## src/rtl/ped_crossing_ctrl_pkg.sv

```systemverilog
// Shared definitions for the pedestrian crossing stage: state encoding,
// default timing constants and the vehicle-lamp one-hot check.
package ped_pkg;

   typedef enum logic [1:0] {
      IDLE     = 2'd0,
      WAIT_RED = 2'd1,
      WALK     = 2'd2,
      FLASH    = 2'd3
   } ped_state_t;

   localparam int DEF_WALK_SECS       = 5;
   localparam int DEF_FLASH_SECS      = 4;
   localparam int DEF_DEBOUNCE_CYCLES = 16;
   localparam int DEF_CNT_W           = 4;

   // True when exactly one of the three vehicle lamps is lit.
   function automatic logic lights_onehot(input logic red, input logic yellow,
                                          input logic green);
      logic ok;
      case ({red, yellow, green})
         3'b100:  ok = 1'b1;
         3'b010:  ok = 1'b1;
         3'b001:  ok = 1'b1;
         default: ok = 1'b0;
      endcase
      return ok;
   endfunction

endpackage

```

## src/rtl/ped_crossing_ctrl_if.sv

```systemverilog
// Signal bundle between the vehicle controller side and the pedestrian stage.
// The master drives lamps, tick and the raw button; the slave (the pedestrian
// stage) drives the pedestrian lamps, request and fault flags.
interface ped_crossing_ctrl_if;
   logic tick;
   logic veh_red;
   logic veh_yellow;
   logic veh_green;
   logic ped_button;
   logic walk;
   logic dont_walk;
   logic ped_req;
   logic fault;

   modport master (
      output tick, veh_red, veh_yellow, veh_green, ped_button,
      input  walk, dont_walk, ped_req, fault
   );

   modport slave (
      input  tick, veh_red, veh_yellow, veh_green, ped_button,
      output walk, dont_walk, ped_req, fault
   );
endinterface

```

## src/rtl/ped_crossing_ctrl_debouncer.sv

```systemverilog
// Push-button conditioning: two-flop synchroniser, debounce counter that
// accepts a new level only after it has been stable for DEBOUNCE_CYCLES
// cycles, and a one-cycle press pulse on the accepted rising edge.
module button_debouncer #(
   parameter int DEBOUNCE_CYCLES = 16
) (
   input  logic clk,
   input  logic reset,
   input  logic button,
   output logic press
);

   localparam int DW = (DEBOUNCE_CYCLES > 1) ? $clog2(DEBOUNCE_CYCLES) : 1;
   localparam logic [DW-1:0] CNT_LAST = DW'(DEBOUNCE_CYCLES - 1);

   logic          sync1_r;
   logic          sync2_r;
   logic          debounced_r;
   logic [DW-1:0] deb_cnt_r;
   logic          press_r;

   // Bring the asynchronous pin into the clk domain.
   always_ff @(posedge clk or posedge reset) begin
      if (reset) begin
         sync1_r <= 1'b0;
         sync2_r <= 1'b0;
      end else begin
         sync1_r <= button;
         sync2_r <= sync1_r;
      end
   end

   // Count consecutive cycles of disagreement; a bounce restarts the count.
   // The press pulse is raised in the same edge that debounced goes high.
   always_ff @(posedge clk or posedge reset) begin
      if (reset) begin
         debounced_r <= 1'b0;
         deb_cnt_r   <= {DW{1'b0}};
         press_r     <= 1'b0;
      end else if (sync2_r != debounced_r) begin
         if (deb_cnt_r == CNT_LAST) begin
            debounced_r <= sync2_r;
            deb_cnt_r   <= {DW{1'b0}};
            press_r     <= sync2_r;
         end else begin
            deb_cnt_r   <= deb_cnt_r + DW'(1);
            press_r     <= 1'b0;
         end
      end else begin
         deb_cnt_r <= {DW{1'b0}};
         press_r   <= 1'b0;
      end
   end

   assign press = press_r;

endmodule

```

## src/rtl/ped_crossing_ctrl.sv

```systemverilog
// Pedestrian signal stage. Latches debounced button presses, waits for a
// fresh vehicle red onset, then runs steady WALK followed by flashing
// DON'T-WALK, all counted in 1 Hz ticks. Loss of vehicle red during a
// crossing, or non-one-hot vehicle lamps, raise a fault that holds the
// crossing in DON'T-WALK until reset.
module ped_crossing_ctrl
   import ped_pkg::*;
#(
   parameter int WALK_SECS       = DEF_WALK_SECS,
   parameter int FLASH_SECS      = DEF_FLASH_SECS,
   parameter int DEBOUNCE_CYCLES = DEF_DEBOUNCE_CYCLES,
   parameter int CNT_W           = DEF_CNT_W
) (
   input  logic               clk,
   input  logic               reset,
   ped_crossing_ctrl_if.slave bus
);

   localparam logic [CNT_W-1:0] WALK_LAST  = CNT_W'(WALK_SECS - 1);
   localparam logic [CNT_W-1:0] FLASH_LAST = CNT_W'(FLASH_SECS - 1);

   ped_state_t       state_r;
   logic [CNT_W-1:0] cnt_r;
   logic             flash_phase_r;
   logic             veh_red_d_r;
   logic             walk_r;
   logic             dont_walk_r;
   logic             ped_req_r;
   logic             fault_r;

   logic             press_s;
   logic             red_start_s;
   logic             lights_bad_s;
   logic             in_crossing_s;
   logic             abort_s;
   logic             enter_walk_s;

   button_debouncer #(
      .DEBOUNCE_CYCLES(DEBOUNCE_CYCLES)
   ) u_debouncer (
      .clk    (clk),
      .reset  (reset),
      .button (bus.ped_button),
      .press  (press_s)
   );

   // Decode red onset, lamp sanity, abort and the WAIT_RED -> WALK hand-off.
   always_comb begin
      lights_bad_s  = ~lights_onehot(bus.veh_red, bus.veh_yellow, bus.veh_green);
      red_start_s   = bus.veh_red & ~veh_red_d_r;
      in_crossing_s = (state_r == WALK) | (state_r == FLASH);
      abort_s       = lights_bad_s | (in_crossing_s & ~bus.veh_red);
      enter_walk_s  = (state_r == WAIT_RED) & red_start_s & ~abort_s;
   end

   // Remember last red level; resets high so a request waits for a new onset.
   always_ff @(posedge clk or posedge reset) begin
      if (reset) begin
         veh_red_d_r <= 1'b1;
      end else begin
         veh_red_d_r <= bus.veh_red;
      end
   end

   // Request latch: a press always sets it, even in the cycle WALK starts.
   always_ff @(posedge clk or posedge reset) begin
      if (reset) begin
         ped_req_r <= 1'b0;
      end else if (press_s) begin
         ped_req_r <= 1'b1;
      end else if (enter_walk_s) begin
         ped_req_r <= 1'b0;
      end else begin
         ped_req_r <= ped_req_r;
      end
   end

   // Crossing sequencer with registered lamp outputs and sticky fault.
   always_ff @(posedge clk or posedge reset) begin
      if (reset) begin
         state_r       <= IDLE;
         cnt_r         <= {CNT_W{1'b0}};
         flash_phase_r <= 1'b0;
         walk_r        <= 1'b0;
         dont_walk_r   <= 1'b1;
         fault_r       <= 1'b0;
      end else if (abort_s) begin
         fault_r       <= 1'b1;
         state_r       <= IDLE;
         cnt_r         <= {CNT_W{1'b0}};
         flash_phase_r <= 1'b0;
         walk_r        <= 1'b0;
         dont_walk_r   <= 1'b1;
      end else begin
         case (state_r)
            IDLE: begin
               walk_r      <= 1'b0;
               dont_walk_r <= 1'b1;
               if (ped_req_r && !fault_r) begin
                  state_r <= WAIT_RED;
               end else begin
                  state_r <= IDLE;
               end
            end
            WAIT_RED: begin
               if (red_start_s) begin
                  state_r     <= WALK;
                  cnt_r       <= {CNT_W{1'b0}};
                  walk_r      <= 1'b1;
                  dont_walk_r <= 1'b0;
               end else begin
                  state_r <= WAIT_RED;
               end
            end
            WALK: begin
               if (bus.tick) begin
                  if (cnt_r == WALK_LAST) begin
                     state_r       <= FLASH;
                     cnt_r         <= {CNT_W{1'b0}};
                     flash_phase_r <= 1'b1;
                     walk_r        <= 1'b0;
                     dont_walk_r   <= 1'b1;
                  end else begin
                     cnt_r <= cnt_r + CNT_W'(1);
                  end
               end else begin
                  state_r <= WALK;
               end
            end
            FLASH: begin
               if (bus.tick) begin
                  if (cnt_r == FLASH_LAST) begin
                     state_r       <= IDLE;
                     cnt_r         <= {CNT_W{1'b0}};
                     flash_phase_r <= 1'b0;
                     dont_walk_r   <= 1'b1;
                  end else begin
                     cnt_r         <= cnt_r + CNT_W'(1);
                     flash_phase_r <= ~flash_phase_r;
                     dont_walk_r   <= ~flash_phase_r;
                  end
               end else begin
                  state_r <= FLASH;
               end
            end
            default: begin
               state_r       <= IDLE;
               cnt_r         <= {CNT_W{1'b0}};
               flash_phase_r <= 1'b0;
               walk_r        <= 1'b0;
               dont_walk_r   <= 1'b1;
            end
         endcase
      end
   end

   assign bus.walk      = walk_r;
   assign bus.dont_walk = dont_walk_r;
   assign bus.ped_req   = ped_req_r;
   assign bus.fault     = fault_r;

endmodule

```

## src/flat_wrapper.sv

```systemverilog
// flat-port wrapper written by rule: the top's interface ports become plain ports
module ped_crossing_ctrl_flat import ped_pkg::*;
#(
   parameter int WALK_SECS       = DEF_WALK_SECS,
   parameter int FLASH_SECS      = DEF_FLASH_SECS,
   parameter int DEBOUNCE_CYCLES = DEF_DEBOUNCE_CYCLES,
   parameter int CNT_W           = DEF_CNT_W
)
  (clk, reset, bus_tick, bus_veh_red, bus_veh_yellow, bus_veh_green, bus_ped_button, bus_walk, bus_dont_walk, bus_ped_req, bus_fault);
  ped_crossing_ctrl_if bus_i ();
  input  logic clk;
  input  logic reset;
  input wire logic [$bits(bus_i.tick)-1:0] bus_tick;
  input wire logic [$bits(bus_i.veh_red)-1:0] bus_veh_red;
  input wire logic [$bits(bus_i.veh_yellow)-1:0] bus_veh_yellow;
  input wire logic [$bits(bus_i.veh_green)-1:0] bus_veh_green;
  input wire logic [$bits(bus_i.ped_button)-1:0] bus_ped_button;
  output wire logic [$bits(bus_i.walk)-1:0] bus_walk;
  output wire logic [$bits(bus_i.dont_walk)-1:0] bus_dont_walk;
  output wire logic [$bits(bus_i.ped_req)-1:0] bus_ped_req;
  output wire logic [$bits(bus_i.fault)-1:0] bus_fault;
  assign bus_i.tick = bus_tick;
  assign bus_i.veh_red = bus_veh_red;
  assign bus_i.veh_yellow = bus_veh_yellow;
  assign bus_i.veh_green = bus_veh_green;
  assign bus_i.ped_button = bus_ped_button;
  assign bus_walk = bus_i.walk;
  assign bus_dont_walk = bus_i.dont_walk;
  assign bus_ped_req = bus_i.ped_req;
  assign bus_fault = bus_i.fault;
  ped_crossing_ctrl #(.WALK_SECS(WALK_SECS), .FLASH_SECS(FLASH_SECS), .DEBOUNCE_CYCLES(DEBOUNCE_CYCLES), .CNT_W(CNT_W)) u_core (.clk(clk), .reset(reset), .bus(bus_i));
endmodule
```

## config.mk

```make
export PLATFORM = sky130hd
export DESIGN_NAME = ped_crossing_ctrl_flat
export DESIGN_NICKNAME = d
export VERILOG_FILES = /design/src/rtl/ped_crossing_ctrl_pkg.sv /design/src/rtl/ped_crossing_ctrl_if.sv /design/src/rtl/ped_crossing_ctrl_debouncer.sv /design/src/rtl/ped_crossing_ctrl.sv /design/src/flat_wrapper.sv
export SDC_FILE = /design/constraint.sdc
export NUM_CORES = 1
export LEC_CHECK = 0
export CORE_ASPECT_RATIO = 0.9
export CORE_MARGIN = 10
export CORE_UTILIZATION = 49
export CTS_BUF_LIST = sky130_fd_sc_hd__clkbuf_16
export DETAILED_ROUTE_END_ITERATION = 7
export HOLD_SLACK_MARGIN = 0.08
export PLACE_DENSITY = 0.73
export SLEW_MARGIN = 20
export SYNTH_ARGS = -nofsm -noshare
export SYNTH_HDL_FRONTEND = slang
export SYNTH_SLANG_ARGS = --single-unit
```

## constraint.sdc

```tcl
create_clock -name clk -period 1.7 [get_ports clk]
set_clock_uncertainty 0.2 [all_clocks]
set_input_delay 0.255 -clock clk [delete_from_list [all_inputs] [get_ports clk]]
set_output_delay 0.255 -clock clk [all_outputs]
set_load 0.1 [all_outputs]
```

# Word-level counts from Yosys, hierarchy flattened

Index checks and enable logic that the tools add are counted.

Reductions and logical operators: 14
$add $sub $neg: 2
Bitwise operators: 11
Muxes and demuxes: 38
Equality and inequality tests: 16

Operator list:

| cell                | number |
|---|---|
| $mux 4              | 8 |
| $mux 1              | 19 |
| $reduce_and 4->1    | 4 |
| $mux 2              | 6 |
| $pmux 4 s3          | 1 |
| $ne 3x2->1 const B  | 3 |
| $add 4x1->4 const B | 2 |
| $ne 4x3->1 const B  | 2 |
| $pmux 2 s4          | 1 |
| $reduce_bool 4->1   | 2 |
| $not 1->1           | 5 |
| $and 1x1->1         | 4 |
| $eq 2x2->1 const B  | 2 |
| $eq 4x2->1 const B  | 1 |
| $eq 4x3->1 const B  | 1 |
| $eq 4x4->1 const B  | 1 |
| $pmux 1 s4          | 1 |
| $reduce_and 2->1    | 2 |
| $eq 3x1->1 const B  | 1 |
| $eq 3x2->1 const B  | 1 |
| $eq 3x3->1 const B  | 1 |
| $ne 3x1->1 const B  | 1 |
| $pmux 1 s3          | 1 |
| $reduce_bool 3->1   | 1 |
| 9 further kinds     | 10 |

Output and inout bits: 4
Input port bits: 7
Word-level logic and storage cells: 94
Register bits: 20

# Logic depth before layout (Yosys ltp)

Gate-level depths: netlist (run 1).

Word-level depth: 9
Mapped depth: 6
Gate-level depth less buffers: 6

# By module

Synthesis (run 1) repeated with hierarchy kept, for this count alone.

Cells, all modules: 97
Area total of the unflattened synthesis: 1003.5 um^2

Modules (own cells, without submodules):

| module            | cells an instance | area each (um^2) | sequential area each (um^2) | instances |
|---|---|---|---|---|
| ped_crossing_ctrl | 76                | 696.9            | 302.8                       | 1 |
| button_debouncer  | 21                | 306.5            | 200.2                       | 1 |

# Worst setup path after synthesis (run 1)

No wires, ideal clock.

Path type: register -> register
Start point: reg u_core.cnt_r[0]
End point: reg u_core.cnt_r[3]
Required time: 1.434 ns
Setup time: 0.066 ns
Path buffers: 0
Arrival: 1.474 ns
Stages on the path, launching flop included: 7
Period minus slack after synthesis: 1.741 ns
Setup slack: -0.041 ns
Cells stage by stage: dfrtp_1 inv_1 ha_1 and4bb_1 a2111oi_4 a32o_1 a22o_1

Word-level cells in the longest chain between the ends: 5
Elaborated cells on any way between the ends: 9
Classes of those cells: add/sub: 1; eq/ne: 2; mux: 6

Ends and longest elaborated chain:

| element                             | line                                               | text |
|---|---|---|
| start: declaration                  | ped_crossing_ctrl.sv:23                            | `logic [CNT_W-1:0] cnt_r;` |
| start signal: assignment            | ped_crossing_ctrl.sv:82                            | `cnt_r <= {CNT_W{1'b0}};` |
| start signal: assignment            | ped_crossing_ctrl.sv:90                            | `cnt_r <= {CNT_W{1'b0}};` |
| start signal: assignment            | ped_crossing_ctrl.sv:108                           | `cnt_r <= {CNT_W{1'b0}};` |
| $add 4x1->4 (tied with other cells) | ped_crossing_ctrl.sv:124, ped_crossing_ctrl.sv:138 |  |
| $mux 4, on equally long branches    | ped_crossing_ctrl.sv:132, ped_crossing_ctrl.sv:117 |  |
| $mux 4, on equally long branches    | ped_crossing_ctrl.sv:131, ped_crossing_ctrl.sv:116 |  |
| $pmux 4 s3 *                        | ped_crossing_ctrl.sv:95                            | `case (state_r)` |
| $mux 4 *                            | ped_crossing_ctrl.sv:87                            | `end else if (abort_s) begin` |

Mark *: on every way between the ends. The rest lies on a longest branch, timed or not. The select of a mux whose other input is x is not followed.
A chain may end at the register's enable or synchronous reset.

# Worst setup path after layout (run 1)

Start point: reg u_core.cnt_r[1]
End point: reg u_core.cnt_r[2]

The elaborated chain is that of the path after synthesis.

==> impl_metrics.yaml, run 1 <==
critical_path:
  cp_max_fo: 4
  worst_setup_path_end_kind: "flip-flop"
  start_kind: "flip-flop"
  worst_ep_required_time_ns: 1.68
  cp.arrival_ns: 1.77
  critPathKind: "flip-flop to flip-flop"
clock_network:
  clockBufferDepth: 2
  cts_tree: "yes"
  cts_buffers: 3
  clock_latency_ns: 0.25
  cts.clk_slew.worst_paths_ns: 0.06
  clock_sinks: 20
  holdBufCountCts: 0
  h-tree-depth: 1
  cts_root_buf: "clkbuf_16"
cells_and_area:
  fin_util_pct: 75.87
  n_fill_cell: 146
  area_delta_synth_final_pct: 43.46
  regArea_um2: 503.0
  drive_above_1_share_pct: 33.08
  final_area_um2: 1495
  antenna_cells: 0
  fin_cells: 158
  nets: 144
  multi_input_area_um2: 520.5
yosys:
  yosys.area_share.xor_xnor_pct: 3.361
  synth_top_family_by_area: "compound AO/OA/AOI/OAI gates"
  syn_area_um2: 1042
  synth-edff-count: 0
  postSynth.asyncResetShare_pct: 100.0
  ys_types: 40
  synthSimpleGateAreaFrac_pct: 18.37
  syn_avg_cell_area_um2: 10.42
  syn_nets: 110
  synthMuxAreaShare_pct: 2.041
  synth_top_flop_cell: "dfrtp_1"
  synth_compound_area_share_pct: 20.17
  ys_ff_latch: 20
  synth_cells: 100
  yosysSeqAreaShare_pct: 48.26
  yosys_warnings: 0
  synth-adder-area-share_pct: 3.601
power_and_ir_drop:
  vdd_drop_max_v: 0.0007745
  p_per_area_nw_per_um2: 825.2
  total_leakage_power_nw: 0.6503
  power_w: 0.001234
routing:
  routedWlPerCell_um: 15.16
  ant_nets: 0
  drc: 0
  via_per_inst: 5.652
  drt_iter0_drc: 55
  num_vias: 893
  first_pass_iters: 4
  finalWirelength_um: 2395
outcome:
  status: "finished, violations left"
  violations: "negative setup slack"
timing:
  slew_headroom_pct: 77.39
  timing.final.ws_setup_ns: -0.09486
  setup_viol: 3
  fin_crit_sh_pct: 105.6
  drv_slew: 0
  worstMarginPinSlew_ns: 0.3367
  min_period_ns: 1.795
  clock.fmax_mhz: 557.1
  finalHoldViolCount: 0
  rsz0062_at_grt: "yes"
floorplan:
  fp.dieH_um: 63.76
  core_area_um2: 1971
  die_area_um2: 4375
  die_w_um: 68.62
  fp-row-count: 15
  ios: 11
  start_util_pct: 52.89
placement:
  place.gp.congestion: 0.9336
  place_inst: 151
  hpwl_um: 1674
  place_area_um2: 1355
  io_buffers: 10
grt:
  grt_max_degree: 21
  grt_pass1_wl_um: 4167
  grt_use_met3_pct: 4.007
  top_usage_layer: "met2"
  met1_usage_pct: 14.52
  antenna_found_initial: 0
  grt_pass1_vias: 941
  grt_use_total_pct: 11.88
  met2_usage_pct: 19.59
  overflow: 0
worst_hold_path:
  holdCritPathClass: "primary input to asynchronous set/reset pin"
run:
  maxCapViolations: 0
[report_power, final]
part           switching (W)  internal, W
Sequential        0.00000779     0.000487
Combinational      0.0000439    0.0000523
Clock               0.000176     0.000467
Total               0.000228      0.00101
[state kept, by name, indices dropped and copies added (netlist names)]
name / count
u_core.bus.walk: 1
u_core.state_r: 2
u_core.flash_phase_r: 1
u_core.u_debouncer.debounced_r: 1
u_core.u_debouncer.sync1_r: 1
u_core.bus.fault: 1
u_core.u_debouncer.press: 1
u_core.u_debouncer.deb_cnt_r: 4
u_core.cnt_r: 4
u_core.u_debouncer.sync2_r: 1
u_core.bus.ped_req: 1
u_core.bus.dont_walk: 1
u_core.veh_red_d_r: 1
[layout make-up]
| cell class | count | area share [%] |
|---|---|---|
| Sequential cell | 20 | 33.64 |
| Timing Repair Buffer | 33 | 20.67 |
| Tap cell | 25 | 2.092 |
| Clock buffer | 3 | 5.021 |
| Clock inverter | 1 | 2.008 |
| Inverter | 7 | 1.757 |
| Multi-Input combinational cell | 69 | 34.81 |
[through the flow]
stage	setup WS [ns]	hold slack [ns]	setup TNS [ns]
finish	-0.09486	0.1327	-0.1688
global route	-0.1385	0.1774	-0.2831
CTS	-0.1585	0.1425	-0.2799
detailed placement	-0.4483	0.1403	-2.584
global placement	-0.3703	0.1454	-2.399
floorplan	0.009222	0.01735	0
[metal layers]
layer	routed length (um)	share of wire (%)
met2	1162	49
met5	0	0
met1	1093	46
met3	126	5.3
met4	13	0.54
[worst paths after layout]
kind	from	to	slack, ns	cells after the start
worst max-delay path	u_core.cnt_r[1]$_DFFE_PP0P_	u_core.cnt_r[2]$_DFFE_PP0P_	-0.09	6
worst min-delay path	reset	u_core.cnt_r[0]$_DFFE_PP0P_	0.13	3
worst max register to register	u_core.cnt_r[1]$_DFFE_PP0P_	u_core.cnt_r[2]$_DFFE_PP0P_	-0.09	6
worst min register to register	u_core.u_debouncer.sync1_r$_DFF_PP0_	u_core.u_debouncer.sync2_r$_DFF_PP0_	0.16	0
max in group asynchronous	reset	u_core.veh_red_d_r$_DFF_PP1_	0.90	3
min in group clk	u_core.u_debouncer.sync1_r$_DFF_PP0_	u_core.u_debouncer.sync2_r$_DFF_PP0_	0.16	0
[kinds of logic (layout without fill, tap and decap cells)]
kind of cell,after synthesis,in the layout
buf+inv,11,44
fa+ha+maj,3,3
simple gates,32,32
compound gates,28,28
xor+xnor,4,4
mux,2,2
flops,20,20
[Yosys cell counts, types with 2 or more instances]
master    count  area (um^2)
a21oi_1       7        35.03
nor2b_1       2        12.51
a21o_1        2        15.01
inv_1         6        22.52
nor2_1        2        7.510
dfstp_2       2        52.55
nand3_1       8        40.04
xnor2_1       4        35.03
o21ai_0       3        15.01
clkbuf_1      2        7.510
nand2_1       7        26.28
nand2b_1      4        25.02
buf_2         2        10.01
ha_1          3        37.54
o21ai_1       2        10.01
dfrtp_1      18        450.4
a31oi_1       2        12.51
nor3b_1       2        15.01
[critical path: stages (launching register included)]
cell and delay [ns]:
dfrtp_1 0.41, ha_2 0.20, nor3b_4 0.17, a2111oi_4 0.38, buf_4 0.18, a32oi_1 0.05
mux2i_1 0.13
[what timing repair did]
item | CTS | global route
gates resized for setup | 5 | 3
endpoints found under the setup margin | 5 | 6
cloned | 0 | 0
pin swaps | 4 | 1
setup buffers | 3 | 0
[layout by cell type (no fill, tap or decap), drive strengths merged, types with 4 or more instances in the layout]
master | Yosys | routed
xnor2 | 4 | 4
a21oi | 7 | 7
inv | 7 | 7
dfrtp | 18 | 18
buf | 2 | 27
nand2 | 7 | 7
o21ai | 5 | 5
nand3 | 8 | 8
nand2b | 4 | 4
Power figures use the tool's default switching activity.
==> run 2, diff against run 1 <==
Settings changed: SKIP_CTS_REPAIR_TIMING set to 1.
==> impl_metrics.yaml, run 2 (synthesis results as in run 1) <==
critical_path:
  worst_path_largest_cell_delay_ns: 0.39
  cp_max_fo: 4
  worst_setup_path_end_kind: "flip-flop"
  crit_family: "compound AO/OA/AOI/OAI gates"
  path_buf_inv: 2
  start_kind: "flip-flop"
  cp_slowest_cell: "dfrtp_1"
  critPathKind: "flip-flop to flip-flop"
  worst_ep_required_time_ns: 1.68
  path_cells: "inv_1 > ha_2 > and4bb_2 > a2111oi_4 > buf_4 > a32oi_1 > mux2i_1"
  cp.arrival_ns: 1.84
cells_and_area:
  area_delta_synth_final_pct: 43.10
  final_cell_mix: "buf_4 (21), dfrtp_1 (18), nand3_1 (8)"
  multi_input_area_um2: 520.5
  final_area_um2: 1491
  reg_top3: "u_core.cnt_r: 4 flops, u_core.u_debouncer.deb_cnt_r: 4 flops, u_core.state_r: 2 flops"
  antenna_cells: 0
  nets: 142
  fin_util_pct: 75.68
  layout_commonest_cell: "buf_4"
  fin_cells: 156
  drive_above_1_share_pct: 32.06
  n_fill_cell: 144
  regArea_um2: 503.0
placement:
  io_buffers: 10
  hpwl_um: 1674
  place.gp.congestion: 0.9336
  place_area_um2: 1355
  place_inst: 151
timing:
  fin_crit_sh_pct: 109.7
  worstMarginPinSlew_ns: 0.3367
  slew_headroom_pct: 77.39
  setup_viol: 4
  clock.fmax_mhz: 536.2
  setup_tns_ns: -0.3910
  rsz0062_at_grt: "yes"
  timing.final.ws_setup_ns: -0.1648
  finalHoldViolCount: 0
  drv_slew: 0
  min_period_ns: 1.865
outcome:
  status: "finished, violations left"
  violations: "negative setup slack"
clock_network:
  cts_root_buf: "clkbuf_16"
  clock_sinks: 20
  h-tree-depth: 1
  clock_latency_ns: 0.25
  clockBufferDepth: 2
  cts_tree: "yes"
  cts_buffers: 3
  cts.clk_slew.worst_paths_ns: 0.06
run:
  maxCapViolations: 0
grt:
  overflow: 0
  grt_use_total_pct: 11.67
  grt_max_degree: 21
  grt_pass1_wl_um: 4098
  antenna_found_initial: 0
  grt_pass1_vias: 922
power_and_ir_drop:
  vdd_drop_max_v: 0.0007745
  total_leakage_power_nw: 0.6653
  p_per_area_nw_per_um2: 825.4
  power_w: 0.001231
routing:
  num_vias: 894
  top_layer: "met4"
  wl_met2_um: 1151
  via_per_inst: 5.731
  routedWlPerCell_um: 15.29
  first_pass_iters: 4
  routed-wl-met3_um: 117
  finalWirelength_um: 2386
  drt_iter0_drc: 34
  drc: 0
  drt-met1-wl_um: 1087
  ant_nets: 0
worst_hold_path:
  holdCritPathClass: "primary input to flip-flop"
floorplan:
  fp-row-count: 15
  die_area_um2: 4375
  start_util_pct: 52.89
  die_w_um: 68.62
  fp.dieH_um: 63.76
  ios: 11
  core_area_um2: 1971
run 2: changes by cell type in the layout (fill, tap and decap cells not counted), sizes merged:
| cell | change |
|---|---|
| buf | -2 |
| dlygate4sd2 | -3 |
| dlymetal6s2s | +3 |
run 2: per-stage QoR:
| step | setup slack, ns | hold WS, ns |
|---|---|---|
| floorplan | 0.009222 | 0.01735 |
| global placement | -0.3703 | 0.1454 |
| detailed placement | -0.4483 | 0.1403 |
| CTS | -0.2361 | 0.1425 |
| global route | -0.2187 | 0.08335 |
| finish | -0.1648 | 0.07123 |
run 2: path summary, 6_finish.rpt:
check                                                             to                            startpoint  slack (ns)  depth (start not counted)
worst min register to register  u_core.u_debouncer.sync2_r$_DFF_PP0_  u_core.u_debouncer.sync1_r$_DFF_PP0_        0.16                          0
worst min-delay path                    u_core.veh_red_d_r$_DFF_PP1_                           bus_veh_red        0.07                          2
min in group asynchronous                u_core.cnt_r[0]$_DFFE_PP0P_                                 reset        0.13                          3
worst max register to register           u_core.cnt_r[2]$_DFFE_PP0P_           u_core.cnt_r[1]$_DFFE_PP0P_       -0.16                          7
max in group asynchronous               u_core.veh_red_d_r$_DFF_PP1_                                 reset        0.90                          3
worst max-delay path                     u_core.cnt_r[2]$_DFFE_PP0P_           u_core.cnt_r[1]$_DFFE_PP0P_       -0.16                          7
run 2: power breakdown:
part | internal [W] | switching (W) | total, W
Combinational | 0.0000514 | 0.0000437 | 0.0000951
Clock | 0.000467 | 0.000174 | 0.000641
Sequential | 0.000487 | 0.00000787 | 0.000495
run 2: worst register-to-register path, cell delays in order (launching register included):
cell and delay, ns:
dfrtp_1 0.39, inv_1 0.06, ha_2 0.17, and4bb_2 0.25, a2111oi_4 0.35, buf_4 0.19, a32oi_1 0.05, mux2i_1 0.13
run 2: final cells by class:
| type | count | area share, % |
|---|---|---|
| Sequential cell | 20 | 33.72 |
| Multi-Input combinational cell | 69 | 34.90 |
| Clock buffer | 3 | 5.034 |
| Clock inverter | 1 | 2.013 |
| Inverter | 7 | 1.762 |
| Timing Repair Buffer | 31 | 20.47 |
| Tap cell | 25 | 2.097 |
run 2: metal layers:
metal | up-vias | GRT usage, %
met4 | 0 | 3.015
met5 | - | 0
met3 | 4 | 4.181
li1 | 425 | -
met2 | 22 | 18.89
met1 | 443 | 14.11
